### src/rtl/csr_access_unit.sv
// rtl/csr_access_unit.sv - CSR read-modify-write initiator between execute stage and CSR block
// Optional read-only write check enabled by defining CSR_ACCESS_CHECK_EN.
module csr_access_unit (
    input  logic        clk,
    input  logic        rst,
    input  logic        start,
    input  logic [31:0] instruction,
    input  logic [31:0] rs1Value,
    output logic        busy,
    output logic        done,
    output logic        illegal,
    output logic        rdWriteEnable,
    output logic [4:0]  rdIndex,
    output logic [31:0] rdData,
    output logic        csrReadEnable,
    output logic        csrWriteEnable,
    output logic [11:0] csrAddress,
    output logic [31:0] csrWriteData,
    input  logic [31:0] csrReadData
);

    typedef enum logic [2:0] {IDLE, READ, CAPTURE, WRITE, DONE} state_t;

    state_t      state;
    logic [1:0]  opKind;
    logic [31:0] operand;
    logic [31:0] oldValue;
    logic        readNeeded;
    logic        writeNeeded;

    logic [2:0]  decFunct3;
    logic [4:0]  decRs1;
    logic [4:0]  decRd;
    logic [31:0] decOperand;
    logic        decRead;
    logic        decWrite;
    logic        decIllegal;
    logic        readOnlyHit;
    logic        unusedOpcode;

    assign unusedOpcode = ^instruction[6:0];

    // Decode straight from the pipeline inputs; only used on the accepting cycle.
    always_comb begin
        decFunct3  = instruction[14:12];
        decRs1     = instruction[19:15];
        decRd      = instruction[11:7];
        decOperand = decFunct3[2] ? {27'b0, decRs1} : rs1Value;
        decRead    = !((decFunct3[1:0] == 2'b01) && (decRd == 5'd0));
        decWrite   = (decFunct3[1:0] == 2'b01) || (decRs1 != 5'd0);
`ifdef CSR_ACCESS_CHECK_EN
        readOnlyHit = decWrite && (instruction[31:30] == 2'b11);
`else
        readOnlyHit = 1'b0;
`endif
        decIllegal = (decFunct3[1:0] == 2'b00) || readOnlyHit;
    end

    function automatic logic [31:0] mergeValue(input logic [1:0]  kind,
                                               input logic [31:0] old,
                                               input logic [31:0] opnd);
        case (kind)
            2'b01:   return opnd;
            2'b10:   return old | opnd;
            default: return old & ~opnd;
        endcase
    endfunction

    always_ff @(posedge clk) begin
        if (rst) begin
            state          <= IDLE;
            opKind         <= 2'b00;
            operand        <= 32'h0;
            oldValue       <= 32'h0;
            readNeeded     <= 1'b0;
            writeNeeded    <= 1'b0;
            busy           <= 1'b0;
            done           <= 1'b0;
            illegal        <= 1'b0;
            rdWriteEnable  <= 1'b0;
            rdIndex        <= 5'd0;
            rdData         <= 32'h0;
            csrReadEnable  <= 1'b0;
            csrWriteEnable <= 1'b0;
            csrAddress     <= 12'h000;
            csrWriteData   <= 32'h0;
        end else begin
            // Strobes and completion flags are single-cycle pulses by default.
            csrReadEnable  <= 1'b0;
            csrWriteEnable <= 1'b0;
            done           <= 1'b0;
            illegal        <= 1'b0;
            rdWriteEnable  <= 1'b0;
            case (state)
                IDLE: begin
                    if (start) begin
                        opKind      <= decFunct3[1:0];
                        operand     <= decOperand;
                        oldValue    <= 32'h0;
                        readNeeded  <= decRead;
                        writeNeeded <= decWrite;
                        rdIndex     <= decRd;
                        csrAddress  <= instruction[31:20];
                        busy        <= 1'b1;
                        if (decIllegal) begin
                            state   <= DONE;
                            done    <= 1'b1;
                            illegal <= 1'b1;
                            rdData  <= 32'h0;
                        end else if (decRead) begin
                            state         <= READ;
                            csrReadEnable <= 1'b1;
                        end else begin
                            state          <= WRITE;
                            csrWriteEnable <= 1'b1;
                            csrWriteData   <= decOperand;
                        end
                    end
                end
                READ: begin
                    state <= CAPTURE;
                end
                CAPTURE: begin
                    oldValue <= csrReadData;
                    if (writeNeeded) begin
                        state          <= WRITE;
                        csrWriteEnable <= 1'b1;
                        csrWriteData   <= mergeValue(opKind, csrReadData, operand);
                    end else begin
                        state         <= DONE;
                        done          <= 1'b1;
                        rdWriteEnable <= (rdIndex != 5'd0);
                        rdData        <= csrReadData;
                    end
                end
                WRITE: begin
                    state         <= DONE;
                    done          <= 1'b1;
                    rdWriteEnable <= readNeeded && (rdIndex != 5'd0);
                    rdData        <= oldValue;
                end
                DONE: begin
                    state <= IDLE;
                    busy  <= 1'b0;
                end
                default: begin
                    state <= IDLE;
                    busy  <= 1'b0;
                end
            endcase
        end
    end

endmodule

### config.mk
export PLATFORM = sky130hd
export DESIGN_NAME = csr_access_unit
export DESIGN_NICKNAME = d
export VERILOG_FILES = /design/src/rtl/csr_access_unit.sv
export SDC_FILE = /design/constraint.sdc
export NUM_CORES = 1
export LEC_CHECK = 0
export ABC_CLOCK_PERIOD_IN_PS = 1900
export CAP_MARGIN = 20
export CORE_ASPECT_RATIO = 1.5
export CORE_MARGIN = 3
export CORE_UTILIZATION = 43
export CTS_CLUSTER_SIZE = 8
export DETAILED_ROUTE_END_ITERATION = 16
export PLACE_DENSITY = 0.73
export SYNTH_ARGS = -nofsm -noshare
export SYNTH_HDL_FRONTEND = slang
export SYNTH_SLANG_ARGS = --single-unit
### constraint.sdc
create_clock -name clk -period 1.9 [get_ports clk]
set_input_delay 0.38 -clock clk [delete_from_list [all_inputs] [get_ports clk]]
set_output_delay 0.38 -clock clk [all_outputs]
set_load 0.03 [all_outputs]
; ---- Word-level counts from Yosys, hierarchy flattened
; Index checks and enable logic that the tools add are counted.
[totals]
register_bits = 158
latch_bits = 0
mem_bits_rw = 0
romBits = 0
input_bits = 99
output_inout_bits = 87
elab_cells = 85
mem_count = 0
[classes]
addsub = 0
multipliers = 0
div_mod_pow = 0
order_cmp = 0
n_eq_ne = 12
shifts = 0
muxes = 32
bitwise_logic = 6
reduce_logical = 19
[op_table]
columns = operator, count
row1 = $mux 32, 9
row2 = $pmux 32 s2, 3
row3 = $pmux 32 s3, 1
row4 = $and 32x32->32, 1
row5 = $not 32->32, 1
row6 = $or 32x32->32, 1
row7 = $ne 2x2->1 const B, 6
row8 = $pmux 3 s4, 1
row9 = $mux 1, 10
row10 = $reduce_bool 5->1, 2
row11 = $mux 3, 3
row12 = $eq 3x2->1 const B, 2
row13 = $pmux 1 s2, 3
row14 = $reduce_and 2->1, 3
row15 = $logic_not 5->1, 1
row16 = $reduce_and 5->1, 1
row17 = $eq 2x1->1 const B, 2
row18 = $reduce_and 4->1, 1
row19 = $reduce_or 4->1, 1
row20 = $eq 3x1->1 const B, 1
row21 = $logic_not 3->1, 1
row22 = $not 1->1, 3
row23 = $pmux 1 s3, 1
row24 = $reduce_bool 3->1, 1
row25 = 9 further kinds, 10

; ---- Depth between registers and ports, before layout
[logic_depth]
depth_word = 6
mapped_depth = 8
mapped_depth_nobuf = 6

; ---- Least setup slack after synthesis
; No wires, ideal clock.
[synth_timing]
path_type = register to register
startpoint = reg state[2]
endpoint = reg csrWriteData[30]
setup_ns = 0.117
arrival_ns = 1.780
t_required_ns = 1.783
slack_ns = 0.003
stages_incl_launch_ff = 8
n_path_buf = 3
period_less_slack_ns = 1.897
path_cell_list = dfxtp_1 -> buf_2 -> or4b_1 -> buf_2 -> nor4_4 -> nor3_1 -> buf_2 -> a22o_1
[synth_via]
elab_chain_cells = 3
elab_cells_between_ends = 9
classes_between = 5 x eq/ne / 1 x mux / 3 x reduce/logical
[synth_lines]
columns = item, line
row1 = "start, declared", 24  ; state_t state;
row2 = "start signal, assigned", 71  ; state <= IDLE;
row3 = "start signal, assigned", 106  ; state <= DONE;
row4 = "start signal, assigned", 111  ; state <= READ;
row5 = $eq 3x2->1 or $logic_not 3->1 (tied branches), 94  ; case (state)
row6 = $ne 2x2->1 (no line) or $reduce_bool 2->1 (tied branches), n/a
row7 = $reduce_and 5->1 (no line), n/a
row8 = "end signal, assigned", 116  ; csrWriteData <= decOperand;
row9 = "end signal, assigned", 128  ; csrWriteData <= mergeValue(opKind, csrReadData, operand);
row10 = "end, declared", 18  ; output logic [31:0] csrWriteData,
; Parallel ways exist; a longest one is shown, timed or not.
; A chain may end at the register's enable or synchronous reset.

; ---- Final worst setup path
[layout_timing]
startpoint = reg csrWriteData[11]
endpoint = out csrWriteData[11]
; No word-level cell between the ends.

==> run summary <==
status -> finished, final reports clean
Hold Fails Final Rpt -> 0
Clock Skew -> 0.00962 ns
Area Growth Syn to Fin -> 44.7%
Inst Count DP -> 1,104
Area after DPL -> 0.00892 mm2
DIE WIDTH -> 108 um
Hold Startpoint -> rst
FF-to-FF setup slack -> 0.08 ns
Post-DP HPWL -> 14,300 um
leading cell types by count after synthesis -> dfxtp_1 (158), nand2_1 (109), a21oi_1 (87)
synth top area cells -> dfxtp_1 (47%), a21oi_1 (6.5%), nand2_1 (6.1%)
worst slew pin tran -> 0.568 ns
layout cells sized above 1 -> 9.77%
Final Cell Area -> 0.00969 mm2
synthesized area -> 0.00669 mm2
core region area -> 0.0151 mm2
critical path class -> reg2out
CTS max path bufs -> 2
Syn. warnings -> 0
slowest stage delay, CP -> 0.70 ns
Antenna Nets Post-Route -> 0
CP required -> 1.52 ns
DR vias -> 6,531
Rel. slew slack -> 62.2%
Routed WL -> 20,800 um
mean area per synthesized cell -> 8.74 um2
sequential area share after synthesis -> 47.3%
Setup TNS -> 0 ns
synth unique cells -> 43
crit-path cells -> clkdlybuf4s50_1
count of input and output buffers -> 178
r2r worst-path depth -> 6
H-tree depth -> 4
critical path arrival -> 1.51 ns
clock latency on the worst-skew pair -> 0.42 ns
filler cell count -> 1,271
Reg area -> 0.00316 mm2
largest net degree at the start of global routing -> 57
hold path cells -> 2
Final period util -> 99.6%
fin crit period -> 1.89 ns
Finished Layout Cells -> 1,142
worst r2r src -> state[1]$_SDFFE_PP0N_
Total Routing Usage GR -> 23.9%
worst hold path type -> in2reg
Yosys top cell area share -> 47.3%
Setup WS pre-CTS -> -0.595 ns
syn nets -> 867
fin worst setup slack -> 0.00741 ns
Max Clk Rate -> 0.528 GHz
FP Rows -> 55
Crit path max-delay family -> buffers and inverters
#FFs+latches synth -> 158
Vias/cell -> 5.72
CP bufs+invs -> 1
cell taking the most area after synthesis -> dfxtp_1
# DRC -> 0
cell count after synthesis -> 766
vias in the first global route -> 6,180
die height -> 159 um
initial core utilization -> 44.2%
TritonCTS clock tree -> done
Worst VDD drop -> 573 uV
iteration-0 DRC count of the detailed router -> 468
Cell Pwr Density -> 915 mW/mm2
CP startpoint kind -> flip-flop
Static Leak -> 3.49 nW
hold_buf cts -> 0
Endpoint, Worst Hold -> csrWriteData[13]$_SDFFE_PP0P_
CP max-delay cell -> clkdlybuf4s50_1
routed len/inst -> 18.2 um
Post-synth ARST share -> 0%
Die ar. -> 0.0171 mm2
Worst-path clk slew -> 0.06 ns
initial antenna violation count -> 1
Layout Nets -> 1,031
CTS buffer count -> 17
Num Clock Sinks -> 158
number of synthesized flops with an enable pin -> 0
GPL Wtd Cong -> 0.854
first-pass GRT wire length -> 32,700 um
total grt overflow -> 0
Critical Path End Type -> output pin
Crit Reg-Reg Endpoint -> csrWriteData[15]$_SDFFE_PP0P_
most numerous cell in the Yosys netlist -> dfxtp_1
hold_ws -> 0.241 ns
crit path max fanout -> 2
max_cap viols -> 0
multi-input logic area -> 0.00324 mm2
DRT Pass-1 Iters -> 5
fin. max-slew vios -> 0
final setup vio count -> 0
Post-synth top flop -> dfxtp_1
clock root cell -> clkbuf_16
# IOs -> 186
==> flip-flops by register name, summed over array words and instances, names as in the netlist <==
name and count:
csrWriteData 32, csrReadEnable 1, rdIndex 5, rdWriteEnable 1
rdData 32, writeNeeded 1, state 3, done 1
csrAddress 12, operand 32, busy 1, oldValue 32
opKind 2, illegal 1, readNeeded 1, csrWriteEnable 1
==> power breakdown <==
group / leakage [nW] / internal [mW] / switching, mW
Sequential: 1.28 / 3.46 / 0.0875
Combinational: 1.89 / 0.702 / 0.907
Clock: 0.310 / 2.36 / 1.35
==> timing repair <==
action	CTS	global route
endpoints found under the setup margin	34	36
resized for setup	7	8
buffers inserted	3	1
gates cloned	1	1
pin swaps	1	4
==> layer usage <==
metal | vias up | global-route usage (%) | part of all wire, %
li1 | 3167 | - | -
met1 | 3067 | 30.5 | 41
met2 | 257 | 38.1 | 49
met3 | 40 | 6.10 | 7.3
met4 | 0 | 9.94 | 3.1
met5 | - | 0 | 0
==> cells in the final DEF, fill, tap and decap left out, types with 2 or more instances in the layout <==
cell type / instances
nand2_1: 109
a22o_1: 26
clkbuf_1: 2
inv_1: 4
o21ai_0: 3
clkinv_4: 2
nand3b_1: 26
a32o_1: 6
buf_4: 30
a31oi_1: 27
mux2i_1: 27
dlymetal6s2s_1: 6
nor2_1: 48
nor3b_2: 2
clkbuf_16: 19
a311oi_1: 10
bufinv_16: 5
clkinv_2: 3
nand3_1: 27
o211ai_1: 27
buf_12: 15
ha_1: 2
nand2b_1: 2
dfxtp_1: 157
nor3_1: 3
a21oi_1: 87
o41ai_1: 22
a22oi_1: 43
clkdlybuf4s50_1: 170
a211oi_1: 5
==> final cells by class <==
class                   count  share of cell area (%)
clock buffers              20                    4.61
diodes                      1                  0.0258
clock inverters            11                    1.96
repair buffers            225                    24.5
multi-input cells         523                    33.5
well taps                 199                    2.57
inverters                   5                   0.194
flip-flops and latches    158                    32.7
==> worst max path at each step <==
| stage | depth (start not counted) | from | to |
|---|---|---|---|
| after floorplan | 7 | state[2]$_SDFFE_PP0N_ | csrWriteData[30]$_SDFFE_PP0P_ |
| after global placement | 6 | start | csrWriteData[5]$_SDFFE_PP0P_ |
| after detailed placement | 6 | start | csrWriteData[13]$_SDFFE_PP0P_ |
| after CTS | 1 | csrWriteData[11]$_SDFFE_PP0P_ | csrWriteData[11] |
| after global routing | 1 | csrWriteData[12]$_SDFFE_PP0P_ | csrWriteData[12] |
| final | 1 | csrWriteData[11]$_SDFFE_PP0P_ | csrWriteData[11] |
==> through the flow <==
step | power, mW | utilization (%)
2_1_floorplan | 4.47 | -
3_3_place_gp | 5.18 | 58.9
4_1_cts | 8.89 | 63.6
5_1_grt | 9.18 | 64.0
6_report | 8.86 | 64.0
3_5_place_dp | 5.19 | 58.9
==> cells by family after synthesis <==
kind of cell | synth area share (%)
compound gates | 27.2
simple gates | 16.1
flops | 47.3
buf+inv | 5.10
mux | 4.04
fa+ha+maj | 0.374
Power figures use the tool's default switching activity.
